--- config.mk ---
export PLATFORM = sky130hd
export DESIGN_NAME = guitar_input_conditioner
export DESIGN_NICKNAME = d
export VERILOG_FILES = /design/src/rtl/guitar_pkg.sv /design/src/rtl/guitar_input_debounce.sv /design/src/rtl/guitar_input_conditioner.sv
export SDC_FILE = /design/constraint.sdc
export NUM_CORES = 1
export LEC_CHECK = 0
export ABC_AREA = 0
export CAP_MARGIN = 20
export CORE_MARGIN = 8
export CORE_UTILIZATION = 65
export CTS_CLUSTER_DIAMETER = 200
export DETAILED_ROUTE_END_ITERATION = 16
export PLACE_DENSITY = 0.85
export SLEW_MARGIN = 20
export SYNTH_ARGS = -nofsm -noshare
export SYNTH_HDL_FRONTEND = slang
export SYNTH_HIERARCHICAL = 1
export SYNTH_SLANG_ARGS = --single-unit
--- constraint.sdc ---
create_clock -name clk -period 4.5 [get_ports clk]
set_input_delay 1.35 -clock clk [delete_from_list [all_inputs] [get_ports clk]]
set_output_delay 1.35 -clock clk [all_outputs]
set_load 0.05 [all_outputs]
--- src/rtl/guitar_pkg.sv ---
// guitar_pkg: shared fret count, chord type and event FSM states for the guitar input path
package guitar_pkg;
    localparam int NUM_FRETS = 5;
    typedef logic [NUM_FRETS-1:0] fret_t;
    typedef enum logic {EV_EMPTY, EV_FULL} ev_state_t;
endpackage

--- src/rtl/guitar_input_debounce.sv ---
// input_debounce: 2-flop synchronizer plus stable-count debouncer for one raw line
//   ports: clk, reset_n (sync, active-low), raw (async in), stable (debounced level)
module input_debounce #(
    parameter int DEBOUNCE_CYCLES = 500000,
    parameter bit RESET_LEVEL     = 1'b0
) (
    input  logic clk,
    input  logic reset_n,
    input  logic raw,
    output logic stable
);
    localparam int CW = $clog2(DEBOUNCE_CYCLES + 1);
    logic          s1, s2;
    logic [CW-1:0] cnt;
    always_ff @(posedge clk) begin
        if (!reset_n) begin
            s1     <= RESET_LEVEL;
            s2     <= RESET_LEVEL;
            stable <= RESET_LEVEL;
            cnt    <= '0;
        end else begin
            s1 <= raw;
            s2 <= s1;
            if (s2 == stable) begin
                cnt <= '0;
            end else if (cnt == CW'(DEBOUNCE_CYCLES - 1)) begin
                stable <= s2;
                cnt    <= '0;
            end else begin
                cnt <= cnt + CW'(1);
            end
        end
    end
endmodule

--- src/rtl/guitar_input_conditioner.sv ---
// guitar_input_conditioner: debounces fret/strum GPIO and emits strum events with the held chord
//   ports: clk, reset_n (sync, active-low), pause, fret_raw[5], strum_raw -> frets[5];
//          ev_valid/ev_ready/ev_chord[5] event handshake (one-entry holding register);
//          overrun_cnt[8] saturating count of events dropped while the register was full
//   GUITAR_STRUM_BOTH_EDGES_EN: when defined, press and release of the strum bar each yield an event
module guitar_input_conditioner
    import guitar_pkg::*;
#(
    parameter int DEBOUNCE_CYCLES  = 500000,
    parameter bit STRUM_ACTIVE_LOW = 1'b1
) (
    input  logic       clk,
    input  logic       reset_n,
    input  logic       pause,
    input  fret_t      fret_raw,
    input  logic       strum_raw,
    output fret_t      frets,
    output logic       ev_valid,
    input  logic       ev_ready,
    output fret_t      ev_chord,
    output logic [7:0] overrun_cnt
);
    logic      strum_stable, strum_press, press_q, edge_now, strum_edge, accept;
    ev_state_t state, state_nx;
    for (genvar i = 0; i < NUM_FRETS; i++) begin : g_fret
        input_debounce #(.DEBOUNCE_CYCLES(DEBOUNCE_CYCLES), .RESET_LEVEL(1'b0)) u_fret (
            .clk    (clk),
            .reset_n(reset_n),
            .raw    (fret_raw[i]),
            .stable (frets[i])
        );
    end
    input_debounce #(.DEBOUNCE_CYCLES(DEBOUNCE_CYCLES), .RESET_LEVEL(STRUM_ACTIVE_LOW)) u_strum (
        .clk    (clk),
        .reset_n(reset_n),
        .raw    (strum_raw),
        .stable (strum_stable)
    );
    assign strum_press = strum_stable ^ STRUM_ACTIVE_LOW;
`ifdef GUITAR_STRUM_BOTH_EDGES_EN
    assign edge_now = strum_press ^ press_q;
`else
    assign edge_now = strum_press & ~press_q;
`endif
    // The edge is registered so it lines up with frets, which debounce in lockstep with strum.
    always_ff @(posedge clk) begin
        if (!reset_n) begin
            press_q    <= 1'b0;
            strum_edge <= 1'b0;
        end else begin
            press_q    <= strum_press;
            strum_edge <= edge_now;
        end
    end
    assign accept = strum_edge & ~pause;
    always_ff @(posedge clk) begin
        if (!reset_n) state <= EV_EMPTY;
        else          state <= state_nx;
    end
    always_comb begin
        state_nx = state;
        if (state == EV_EMPTY) state_nx = accept ? EV_FULL : EV_EMPTY;
        else                   state_nx = (ev_ready & ~accept) ? EV_EMPTY : EV_FULL;
    end
    always_comb begin
        ev_valid = (state == EV_FULL);
    end
    always_ff @(posedge clk) begin
        if (!reset_n) begin
            ev_chord    <= '0;
            overrun_cnt <= '0;
        end else begin
            if (accept & (~ev_valid | ev_ready)) ev_chord <= frets;
            if (accept & ev_valid & ~ev_ready & (overrun_cnt != 8'hFF)) overrun_cnt <= overrun_cnt + 8'd1;
        end
    end
endmodule

==> results.sh <==
export IMPL_maxCapViolCount=0
export IMPL_dr_pass1_iters=7
export IMPL_final_min_clock_period_ps=3177
export IMPL_cp_cell_sequence="clkdlybuf4s50_1"
export IMPL_crit_buf_inv=1
export IMPL_antenna_found_initial=0
export IMPL_crit_path_max_fanout=6
export IMPL_crit_slowest_cell="clkdlybuf4s50_1"
export IMPL_final_max_slew_viol_count=0
export IMPL_detail_route_antenna_nets=0
export IMPL_syn_avg_cell_area_um2=9.135
export IMPL_die_area_mm2=0.01387
export IMPL_synth_edff_count=0
export IMPL_cts_buffer_depth=2
export IMPL_ir_worst_vdd_v=0.0003695
export IMPL_h_tree_depth=4
export IMPL_drive_gt1_frac=0.08397
export IMPL_synth_fp_nets=754
export IMPL_fmax_ghz=0.3148
export IMPL_drc=0
export IMPL_synth_ff_type="dfxtp_1"
export IMPL_hold_class="reg -> reg"
export IMPL_yosysSeqAreaShare=0.4401
export IMPL_grt_usage=0.2106
export IMPL_ys_warn_count=6
export IMPL_place_congestion=0.8768
export IMPL_finalSetupViolations=0
export IMPL_cp_required_ps=3150
export IMPL_synth_seq_cells=148
export IMPL_coreArea_mm2=0.01018
export IMPL_drt_total_wl_um=14380
export IMPL_p_per_area_mw_per_mm2=365.8
export IMPL_grt_pass1_vias=5448
export IMPL_fin_tns_setup_ps=0
export IMPL_fin_crit_sh=0.7060
export IMPL_synth_area_mm2=0.006733
export IMPL_critPathTopFamily="buffers and inverters"
export IMPL_final_hold_viol_count=0
export IMPL_final_cell_mix="dfxtp_1 (148), nor2_1 (104), nand3_1 (59)"
export IMPL_status="finished, final reports clean"
export IMPL_post_place_ws_ps=1242
export IMPL_vias=5509
export IMPL_io_pins=29
export IMPL_viasPerCell=5.975
export IMPL_fin_ws_ps=1323
export IMPL_initial_core_util=0.6611
export IMPL_cts_sinks=148
export IMPL_fp_row_count=37
export IMPL_cts_hold_buf=0
export IMPL_cts_root_buf="clkbuf_8"
export IMPL_cp_arrival_ps=1830
export IMPL_final_common_cell="dfxtp_1"
export IMPL_cts_tree="yes"
export IMPL_numPortBuffers=28
export IMPL_fill_cells=710
export IMPL_die_h_um=117.8
export IMPL_place_area_mm2=0.007106
export IMPL_grt_max_degree=33
export IMPL_max_slew_worst_pin_slew_ps=1005
export IMPL_clock_latency_ps=530
export IMPL_synthCells=737
export IMPL_skew_ps=4.811
export IMPL_die_width_um=117.8
export IMPL_place_hpwl_um=9562
export IMPL_synth_cell_types=51
export IMPL_relSlewSlack=0.3281
export IMPL_area_growth_pct=14.76
export IMPL_leakage_uw=0.002371
export IMPL_grt_overflow=0
export IMPL_grt_pass1_wl_um=24560
export IMPL_grt_setup_unrepaired="no"
export IMPL_clk_pin_slew_ps=60
export IMPL_post_cts_resized=0
export IMPL_finalInstanceArea_mm2=0.007726
export IMPL_final_nets=792
export IMPL_startpoint_type="register"
export IMPL_crit_type="reg -> out"
export IMPL_wl_per_cell_um=15.60
export IMPL_cts_buffers=17
export IMPL_diodes=0
export IMPL_synth_async_sr_flop_share=0
export IMPL_drt_iter0_markers=434
export IMPL_final_core_util=0.7586
export IMPL_post_cts_buffers=0
export IMPL_worstSetupEndpointType="output port"
export IMPL_slowest_delay_ps=860
-- final timing paths --
check / endpoint / cells past startpoint / slack, ps / start
min: strum_edge / 1 / 380 / press_q
min reg2reg: strum_edge / 1 / 380 / press_q
max reg2reg: g_fret[1].u_fret/cnt[12] / 4 / 2410 / g_fret[1].u_fret/cnt[5]
max: overrun_cnt[7] / 1 / 1320 / overrun_cnt[7]
-- stage by stage --
step / total power, uW / cells / hold slack (ps)
after floorplan: 1371 / 737 / 367.4
after global placement: 1383 / 892 / 373.3
after detailed placement: 1386 / 892 / 377.7
after CTS: 2846 / 922 / 386.3
after global routing: 2910 / 922 / 404.7
final: 2826 / 922 / 384.1
-- layer usage --
metal / up-vias / GRT usage / share of wire
li1: 2706 / - / -
met1: 2641 / 0.2314 / 0.43
met2: 138 / 0.3730 / 0.51
met3: 24 / 0.06331 / 0.044
met4: 0 / 0.08167 / 0.016
met5: - / 0 / 0
-- report_power, final --
group,internal (uW),switching (uW),total [uW]
Sequential,1320,3.72,1320
Combinational,16.6,19.6,36.2
Clock,951,518,1470
Total,2280,541,2830
-- cell usage after synthesis (6+ instances only) --
cell	count	share of area
o21ai_0	16	0.012
nand4_1	31	0.029
and2_1	21	0.020
nor4_1	20	0.019
nand4bb_1	6	0.010
and4_1	12	0.016
nand3_1	59	0.044
buf_6	6	0.010
mux2i_1	15	0.022
or4_1	10	0.011
xor2_1	34	0.044
dfxtp_1	148	0.44
a21oi_1	24	0.018
nand2b_1	7	0.0065
or3_1	11	0.010
o31ai_1	6	0.0067
nand2_1	48	0.027
nor3b_1	7	0.0078
ha_1	7	0.013
xnor2_1	52	0.068
nor3_1	16	0.012
inv_1	18	0.010
nor2_1	104	0.058
-- flip-flops by register name, indices dropped and copies added, names as in the netlist, 5 cells and up --
register	cells
g_fret.u_fret/stable	5
g_fret.u_fret/s2	5
g_fret.u_fret/cnt	95
ev_chord	5
u_strum/cnt	19
g_fret.u_fret/s1	5
overrun_cnt	8
-- cells by family (layout without fill, tap and decap cells) --
logic type,Yosys count,in the layout,synth area share
AOI/OAI and AO/OA,66,66,0.07136
xor gates and xnor gates,86,86,0.1119
adders and majority gates,7,7,0.01301
and+or+nand+nor,387,387,0.3187
buffers and inverters,28,77,0.02267
DFF,148,148,0.4401
muxes,15,15,0.02230
-- cell type report --
cell class              instances  area (um^2)  share of cell area
multi-input cells             561         3617              0.4682
flip-flops and latches        148         2963              0.3835
clock buffers                  21        469.2             0.06073
repair buffers                 29        287.8             0.03725
well taps                     136        170.2             0.02202
clock inverters                 9        151.4             0.01960
inverters                      18        67.56            0.008745
Power figures use the tool's default switching activity.
